<file path="config.mk">
export PLATFORM = sky130hd
export DESIGN_NAME = imm_gen_stage
export DESIGN_NICKNAME = d
export VERILOG_FILES = /design/src/rtl/imm_gen_stage.sv
export SDC_FILE = /design/constraint.sdc
export NUM_CORES = 1
export LEC_CHECK = 0
export ABC_AREA = 1
export BUFFER_PORTS_ARGS = -buffer_cell sky130_fd_sc_hd__buf_4
export CAP_MARGIN = 15
export CORE_MARGIN = 2
export CORE_UTILIZATION = 58
export CTS_BUF_LIST = sky130_fd_sc_hd__clkbuf_2 sky130_fd_sc_hd__clkbuf_4 sky130_fd_sc_hd__clkbuf_8
export CTS_CLUSTER_DIAMETER = 120
export DETAILED_ROUTE_END_ITERATION = 10
export PLACE_DENSITY = 0.87
export SYNTH_ARGS = -nofsm -noshare
export SYNTH_HDL_FRONTEND = slang
export SYNTH_SLANG_ARGS = --single-unit
</file>
<file path="constraint.sdc">
create_clock -name clk -period 1.7 [get_ports clk]
set_input_delay 0.085 -clock clk [delete_from_list [all_inputs] [get_ports clk]]
set_output_delay 0.085 -clock clk [all_outputs]
set_load 0.02 [all_outputs]
</file>
<file path="src/rtl/imm_gen_stage.sv">
// Immediate-decode pipeline stage.
// Classifies each instruction from its opcode, builds the XLEN-bit immediate
// and passes it downstream through an output register backed by one skid
// entry, so one instruction per cycle flows even under back-pressure.
module imm_gen_stage #(
  parameter int XLEN    = 32,
  parameter int ZIMM_EN = 1
) (
  input  logic            clk,
  input  logic            rst_n,
  input  logic            flush,
  input  logic            in_valid,
  output logic            in_ready,
  input  logic [31:0]     in_inst,
  output logic            out_valid,
  input  logic            out_ready,
  output logic [XLEN-1:0] out_imm,
  output logic [2:0]      out_fmt,
  output logic            out_illegal
);

  localparam logic [2:0] FMT_R = 3'd0;
  localparam logic [2:0] FMT_I = 3'd1;
  localparam logic [2:0] FMT_S = 3'd2;
  localparam logic [2:0] FMT_B = 3'd3;
  localparam logic [2:0] FMT_J = 3'd4;
  localparam logic [2:0] FMT_U = 3'd5;
  localparam logic [2:0] FMT_Z = 3'd6;
  localparam logic [2:0] FMT_X = 3'd7;

  logic [6:0]        opcode;
  logic [2:0]        dec_fmt;
  logic [XLEN-1:0]   dec_imm;

  // Raw immediate fields; declared signed so the size cast sign-extends.
  logic signed [11:0] imm_i;
  logic signed [11:0] imm_s;
  logic signed [12:0] imm_b;
  logic signed [20:0] imm_j;
  logic signed [31:0] imm_u;

  logic              skid_valid;
  logic [XLEN-1:0]   skid_imm;
  logic [2:0]        skid_fmt;

  assign opcode = in_inst[6:0];
  assign imm_i  = in_inst[31:20];
  assign imm_s  = {in_inst[31:25], in_inst[11:7]};
  assign imm_b  = {in_inst[31], in_inst[7], in_inst[30:25], in_inst[11:8], 1'b0};
  assign imm_j  = {in_inst[31], in_inst[19:12], in_inst[20], in_inst[30:21], 1'b0};
  assign imm_u  = {in_inst[31:12], 12'b0};

  // Opcode classification into a format code.
  always_comb begin
    dec_fmt = FMT_X;
    case (opcode)
      7'b0000011, 7'b0010011, 7'b1100111: dec_fmt = FMT_I;
      7'b0011011: dec_fmt = (XLEN == 64) ? FMT_I : FMT_X;
      7'b1110011: dec_fmt = (in_inst[14] && (ZIMM_EN != 0)) ? FMT_Z : FMT_I;
      7'b0100011: dec_fmt = FMT_S;
      7'b1100011: dec_fmt = FMT_B;
      7'b1101111: dec_fmt = FMT_J;
      7'b0110111, 7'b0010111: dec_fmt = FMT_U;
      7'b0110011: dec_fmt = FMT_R;
      default:    dec_fmt = FMT_X;
    endcase
  end

  // Immediate selection; R and illegal formats carry zero.
  always_comb begin
    dec_imm = '0;
    case (dec_fmt)
      FMT_I:   dec_imm = XLEN'(imm_i);
      FMT_S:   dec_imm = XLEN'(imm_s);
      FMT_B:   dec_imm = XLEN'(imm_b);
      FMT_J:   dec_imm = XLEN'(imm_j);
      FMT_U:   dec_imm = XLEN'(imm_u);
      FMT_Z:   dec_imm = XLEN'(in_inst[19:15]);
      default: dec_imm = '0;
    endcase
  end

  // A held skid entry means the output register is also full, so stall input.
  assign in_ready    = !skid_valid;
  assign out_illegal = (out_fmt == FMT_X);

  // Output register plus skid entry; flush drops both, data left as-is.
  always_ff @(posedge clk or negedge rst_n) begin
    if (!rst_n) begin
      out_valid  <= 1'b0;
      out_imm    <= '0;
      out_fmt    <= FMT_R;
      skid_valid <= 1'b0;
      skid_imm   <= '0;
      skid_fmt   <= FMT_R;
    end else if (flush) begin
      out_valid  <= 1'b0;
      skid_valid <= 1'b0;
    end else if (skid_valid) begin
      if (out_ready) begin
        out_imm    <= skid_imm;
        out_fmt    <= skid_fmt;
        skid_valid <= 1'b0;
      end
    end else if (in_valid) begin
      if (!out_valid || out_ready) begin
        out_valid <= 1'b1;
        out_imm   <= dec_imm;
        out_fmt   <= dec_fmt;
      end else begin
        skid_valid <= 1'b1;
        skid_imm   <= dec_imm;
        skid_fmt   <= dec_fmt;
      end
    end else if (out_ready) begin
      out_valid <= 1'b0;
    end
  end

endmodule

</file>
### Yosys cells after proc, flatten, opt, wreduce, memory -nomap -nowiden

Index checks and enable logic that the tools add are counted.

| word-level totals | value |
|---|---|
| register bits after elaboration | 72 |
| input port bits | 37 |
| output and inout port bits | 38 |
| word-level logic and storage cells | 61 |

| cells by class | value |
|---|---|
| equal/unequal tests | 20 |
| muxes and demuxes | 21 |
| bitwise gates (word level) | 3 |
| reductions and logical operators | 11 |

Operators with widths:

| cell | number |
|---|---|
| $pmux 32 s6 | 1 |
| $mux 32 | 4 |
| $eq 7x7->1 const B | 4 |
| $eq 7x6->1 const B | 3 |
| $pmux 3 s7 | 1 |
| $mux 3 | 5 |
| $eq 7x5->1 const B | 2 |
| $eq 3x3->1 const B | 4 |
| $mux 1 | 10 |
| $reduce_and 4->1 | 2 |
| $eq 7x2->1 const B | 1 |
| $eq 3x2->1 const B | 2 |
| $ne 2x2->1 const B | 2 |
| $reduce_bool 2->1 | 2 |
| $eq 3x1->1 const B | 1 |
| $ne 3x2->1 const B | 1 |
| $not 1->1 | 3 |
| $reduce_and 3->1 | 1 |
| $reduce_bool 3->1 | 1 |
| $reduce_or 3->1 | 1 |
| $logic_not 1->1 | 2 |
| $reduce_or 2->1 | 1 |
| $logic_or 1x1->1 | 1 |

### Depth between registers and ports, before layout

Gate-level depths: netlist of the first run.

| depth | value |
|---|---|
| word-level depth | 8 |
| gate-level depth with buffers | 11 |
| gate-level depth less buffers | 11 |

### Worst setup path after synthesis of the first run

OpenSTA, ideal clock, no wires.

| timing | value |
|---|---|
| kind | register -> register |
| from | reg out_valid |
| to | reg skid_imm[21] |
| library setup time | 0.129 ns |
| arrival time | 1.315 ns |
| slack | 0.256 ns |
| cell stages (with the launch flop) | 8 |
| buffers on the path | 2 |
| cell sequence | dfrtp_1 -> inv_1 -> nor2_1 -> inv_1 -> nor2_1 -> buf_2 -> buf_2 -> a31oi_1 |

| between the ends | value |
|---|---|
| cells in the longest elaborated chain, start to end | 4 |

RTL lines:

| item | RTL line | source |
|---|---|---|
| start: declaration | 15 | `output logic out_valid,` |
| start signal: assignment | 90 | `out_valid <= 1'b0;` |
| start signal: assignment | 97 | `out_valid <= 1'b0;` |
| start signal: assignment | 107 | `out_valid <= 1'b1;` |
| $logic_not 1->1 | 106 | `if (!out_valid \|\| out_ready) begin` |
| $logic_or 1x1->1 | 106 |  |
| $not 1->1 (no source line) | n/a |  |
| $reduce_and 4->1 (no source line) | n/a |  |
| end signal: assignment | 112 | `skid_imm <= dec_imm;` |
| end: declaration | 43 | `logic [XLEN-1:0] skid_imm;` |

No other way between the ends.
A chain may end at the register's enable or synchronous reset.

### Worst setup path after layout of the first run

| timing | value |
|---|---|
| from | reg skid_valid |
| to | out in_ready |

| between the ends | value |
|---|---|
| cells in the longest elaborated chain, start to end | 1 |

RTL lines:

| item | RTL line | source |
|---|---|---|
| start: declaration | 42 | `logic skid_valid;` |
| start signal: assignment | 93 | `skid_valid <= 1'b0;` |
| start signal: assignment | 98 | `skid_valid <= 1'b0;` |
| start signal: assignment | 103 | `skid_valid <= 1'b0;` |
| $logic_not 1->1 | 84 | `assign in_ready = !skid_valid;` |
| end: declaration | 13 | `output logic in_ready,` |

No other way between the ends.

==> metrics.md, run 1 <==
| Metric | Value |
|---|---|
| Port bufs | `74` |
| Critical path startpoint category | `register` |
| Count of final setup violators | `0` |
| Worst-Margin Slew | `473 ps` |
| Initial Util | `0.594` |
| Post-Route Utilization | `0.723` |
| Clk buf depth | `2` |
| Synth Flop Type | `dfrtp_1` |
| Fin Setup TNS | `0 ps` |
| RSZ-0062 raised after global routing | `no` |
| Final worst-path cycle share | `0.925` |
| CTS Sinks | `72` |
| Gr ovfl total | `0` |
| Post-synth EDFFs | `0` |
| VDD IR max | `0.620 mV` |
| Clock power frac | `0.336` |
| 1st-pass router iterations | `5` |
| Switching Fraction | `0.300` |
| TritonCTS Buffers | `9` |
| Post-layout minimum cycle time | `1570 ps` |
| Share of power burned in registers | `0.460` |
| Layout cell share with drive strength beyond 1 | `0.206` |
| Slew headroom | `0.684` |
| Power Internal | `0.00322 W` |
| Worst setup path class | `reg -> out` |
| Core Rows | `31` |
| CP Data Arrival Time | `1490 ps` |
| Share of the yosys chip area belonging to registers | `0.422` |
| Worst hold slack | `27.0 ps` |
| Hold Fails Final Rpt | `0` |
| Initial antenna violation count | `0` |
| Largest net degree at the start of global routing | `68` |
| Vias in the first global route | `4202` |
| Area delta synth->final | `21.6%` |
| GRT Total Usage | `0.289` |
| Fillcell total | `558` |
| Seq cells post-synth | `72` |
| Avg Cell Area, Syn | `6.98 µm²` |
| Yosys top cell area share | `0.422` |
| Area contributors post-synth | `dfrtp_1, nand2_1, nor2_1` |
| Leak | `3.05 nW` |
| Synth warn | `0` |
| Outcome | `finished clean` |
| Global-route wire length before repair | `19200 µm` |
| # H-tree levels | `3` |
| Gate Count Post-Synth | `611` |
| Final nets | `717` |
| Power per cell area | `886 mW/mm²` |
| Die Ht | `89.8 µm` |
| DRC errors left | `0` |
| WP data required | `1620 ps` |
| Comb pwr share | `0.203` |
| Netlist cell types | `26` |
| CTS tree | `yes` |
| Final GP Congestion | `0.876` |
| Root buffer cell | `clkbuf_8` |
| DR iter-0 viols | `372` |
| Worst Skew | `8.42 ps` |
| Mapped Nets | `648` |
| Leading area contributor after synthesis | `dfrtp_1` |
| Routed vias | `4280` |
| Final ANT Viol Nets | `0` |
| CP endpoint kind | `primary output` |
| WL/cell | `14.4 µm` |
| Final instance area | `0.00519 mm²` |
| Total power | `0.00460 W` |
| Max cap viols | `0` |
| Reg clk slew, reported paths | `80 ps` |
| Area after DPL | `0.00490 mm²` |
| Synth async-reset ratio | `1.00` |
| Detailed-route wire length | `11300 µm` |
| Via density | `5.46` |
| Fmax | `636 MHz` |
| Mapped Area | `0.00427 mm²` |
| Top Ports | `75` |
| Sw power | `0.00138 W` |
| Final Max Tran Viols | `0` |
| Min-Delay Path Class | `in -> reg` |
| Core ar. | `0.00718 mm²` |
| DP Wirelength | `7550 µm` |
| Die area | `0.00806 mm²` |
| Diode count | `0` |
| Die width | `89.8 µm` |
| Worst Path Max Fanout | `51` |
| Worst-skew pair later-pin latency | `360 ps` |
[per-stage QoR]
step,setup WS (ps),instances
final,127,784
after global routing,31.1,784
after CTS,133,781
after detailed placement,174,763
after global placement,260,763
after floorplan,256,611
[cell usage after synthesis, types with 9 or more instances]
master / instances
inv_1: 66
a21oi_1: 23
nor2_2: 9
o21ai_0: 10
nor2_1: 90
nand2_1: 184
nand3_1: 49
a31oi_1: 14
clkbuf_1: 10
o21ai_1: 19
nand3_2: 14
dfrtp_1: 72
buf_2: 13
nand4_1: 14
[flip-flops by register name, indices dropped and copies added (netlist names)]
signal / cells
skid_valid: 1
out_valid: 1
skid_imm: 32
out_imm: 32
out_fmt: 3
skid_fmt: 3
[metal layers]
layer | wire [µm] | up-vias | part of all wire | GRT usage
li1 | - | 2071 | - | -
met1 | 4800 | 2013 | 0.43 | 0.377
met2 | 5570 | 170 | 0.49 | 0.470
met3 | 687 | 26 | 0.061 | 0.0620
met4 | 233 | 0 | 0.021 | 0.119
met5 | 0 | - | 0 | 0
[power groups by stage]
stage	clock [W]	sequential (W)	combinational, W
2_1_floorplan	0	0.00221	0.000445
3_3_place_gp	0	0.00213	0.000874
3_5_place_dp	0	0.00215	0.000908
4_1_cts	0.00156	0.00211	0.000918
5_1_grt	0.00162	0.00214	0.00104
6_report	0.00155	0.00212	0.000935
[critical path, cell delays in order, from the launching register on]
cell	delay, ps
dfrtp_1	410
inv_2	90
buf_6	380
buf_4	230
[worst paths after layout]
check                           slack (ps)           to  depth (start not counted)        start
worst max-delay path                   130     in_ready                          3   skid_valid
worst min-delay path                    30   skid_valid                          4    out_ready
worst max register to register         170  out_imm[14]                         10   skid_valid
worst min register to register         490  out_imm[10]                          2  out_imm[10]
max in group asynchronous              930  out_imm[25]                          3        rst_n
min in group asynchronous              200  skid_imm[6]                          2        rst_n
[what timing repair did]
action,4_1_cts,5_1_grt
cloned,0,1
hold endpoints to repair,30,0
endpoints found under the setup margin,1,11
gates resized for setup,1,0
hold buffers,2,0
buffers inserted,0,2
[kinds of logic (layout without fill, tap and decap cells)]
| group | count (synthesis) | in the layout | share of synthesized area |
|---|---|---|---|
| AO/OA/AOI/OAI | 66 | 66 | 0.0815 |
| buffers and inverters | 100 | 174 | 0.103 |
| flip-flops | 72 | 72 | 0.422 |
| AND/OR/NAND/NOR | 373 | 373 | 0.393 |
[area by class of cell]
type | count | area (µm²) | share of cell area
clock buffers | 10 | 131 | 0.0253
repair buffers | 90 | 752 | 0.145
flip-flops and latches | 72 | 1800 | 0.347
clock inverters | 6 | 90.1 | 0.0174
multi-input cells | 439 | 2030 | 0.392
inverters | 68 | 258 | 0.0497
well taps | 99 | 124 | 0.0239
[cell usage in the layout, fill, tap and decap left out, drive strengths merged, types with 2 or more instances in the layout]
master       count
bufinv           2
nor2           102
a31oi           14
inv             70
nand4           15
dlygate4sd3      2
a21oi           23
o21ai           29
buf             87
clkbuf          11
nand2          191
nand3           63
dfrtp           72
Note: power is estimated with default switching activity, not from simulation.
==> run 2, diff against run 1 <==
- CORE_UTILIZATION: 58 -> 49
- PLACE_DENSITY: 0.87 -> 0.77
==> metrics.md, run 2 (synthesized netlist as in run 1, its figures left out) <==
| Metric | Value |
|---|---|
| Top Ports | `75` |
| Post-layout minimum cycle time | `1550 ps` |
| Final GP Congestion | `0.912` |
| FF/Latch Area | `0.00180 mm²` |
| Detailed-route wire length | `11000 µm` |
| Final Instance Count excl. Fillers | `789` |
| Power per cell area | `840 mW/mm²` |
| Area delta synth->final | `19.8%` |
| Area after DPL | `0.00491 mm²` |
| Worst Skew | `13.5 ps` |
| Core Rows | `34` |
| Max cap viols | `0` |
| CP endpoint kind | `register` |
| DR iter-0 viols | `218` |
| Outcome | `finished clean` |
| Final worst-path cycle share | `0.911` |
| CP Data Arrival Time | `1840 ps` |
| Most common cell after layout, fill and taps aside | `nand2_1` |
| GRT Total Usage | `0.239` |
| Global-route wire length before repair | `18500 µm` |
| Via density | `5.28` |
| Final ANT Viol Nets | `0` |
| Hold Fails Final Rpt | `0` |
| Worst setup path class | `reg -> reg` |
| Gr ovfl total | `0` |
| Total power | `0.00429 W` |
| Min-Delay Path Class | `in -> reg` |
| Routed vias | `4162` |
| Reg clk slew, reported paths | `80 ps` |
| Layout cell share with drive strength beyond 1 | `0.201` |
| Root buffer cell | `clkbuf_8` |
| Final nets | `713` |
| Final instance area | `0.00511 mm²` |
| CTS Sinks | `72` |
| Worst Path Max Fanout | `42` |
| # H-tree levels | `3` |
| Count of final setup violators | `0` |
| CTS tree | `yes` |
| Initial Util | `0.496` |
| Initial antenna violation count | `0` |
| Slew headroom | `0.686` |
| Multi-input gate area | `0.00203 mm²` |
| WL/cell | `14.0 µm` |
| TritonCTS Buffers | `9` |
| 1st-pass router iterations | `6` |
| Largest regs | `out_imm x32, skid_imm x32` |
| DP Wirelength | `7620 µm` |
| Die width | `97.3 µm` |
| Leak | `3.01 nW` |
| RSZ-0062 raised after global routing | `no` |
| WP data required | `1990 ps` |
| Diode count | `0` |
| Most frequent cells in the layout | `nand2_1, nor2_1, buf_4` |
| Vias in the first global route | `3992` |
| Placed instance count | `771` |
| Post-Route Utilization | `0.594` |
| Critical path startpoint category | `register` |
| Final Max Tran Viols | `0` |
| Die Ht | `97.3 µm` |
| VDD IR max | `0.410 mV` |
| Fmax | `646 MHz` |
| Worst-Margin Slew | `471 ps` |
| Clk buf depth | `2` |
| Setup Fix Bufs, Post-CTS | `0` |
| DRC errors left | `0` |
| Die area | `0.00947 mm²` |
| Largest net degree at the start of global routing | `68` |
| Reg2reg setup slack | `150 ps` |
| Fillcell total | `806` |
| Fin Setup TNS | `0 ps` |
| Port bufs | `74` |
| Worst-skew pair later-pin latency | `360 ps` |
| Core ar. | `0.00859 mm²` |
run 2: per-stage QoR:
stage / hold slack [ps] / setup slack [ps]
after global placement: 10.1 / 201
after CTS: 13.4 / 9.80
after global routing: 41.6 / 54.1
final: 14.8 / 151
after floorplan: -211 / 256
after detailed placement: 21.6 / 93.1
run 2: report_power, final:
group,switching (W),internal [W],total [W]
clock,0.000702,0.000572,0.00127
combinational,0.000536,0.000371,0.000907
sequential,0.000126,0.00199,0.00211
total,0.00136,0.00293,0.00429
run 2: repair_timing:
action | 4_1_cts | 5_1_grt
setup endpoints to repair | 0 | 1
gates resized for setup | 0 | 1
hold buffers | 2 | 0
hold endpoints to repair | 26 | 0
run 2: cell type report:
class,count,area share
multi-input cells,439,0.398
flip-flops and latches,72,0.353
repair buffers,86,0.138
inverters,68,0.0505
clock buffers,10,0.0269
well taps,108,0.0265
clock inverters,6,0.00784
run 2: layer usage:
| metal | vias to the layer above | global-route usage | wire length, µm | share of wire |
|---|---|---|---|---|
| met5 | - | 0 | 0 | 0 |
| met2 | 136 | 0.376 | 5190 | 0.47 |
| met4 | 0 | 0.103 | 286 | 0.026 |
| li1 | 2056 | - | - | - |
| met1 | 1938 | 0.317 | 4890 | 0.44 |
| met3 | 32 | 0.0597 | 658 | 0.060 |
run 2: final timing paths:
check | start | to | cells after the start
max | skid_valid | out_imm[14] | 9
min | out_ready | skid_valid | 4
max reg2reg | skid_valid | out_imm[14] | 9
min reg2reg | out_imm[8] | out_imm[8] | 2
max in group asynchronous | rst_n | skid_imm[31] | 3
min in group asynchronous | rst_n | out_imm[8] | 2
run 2: critical path: stages (launching register included):
cell      delay, ps
dfrtp_1         410
inv_2            90
nor2_1           40
inv_1            50
o21ai_0          80
nand3b_1        290
buf_12          250
a21oi_1         130
nand2_1          70
nand2_1          60
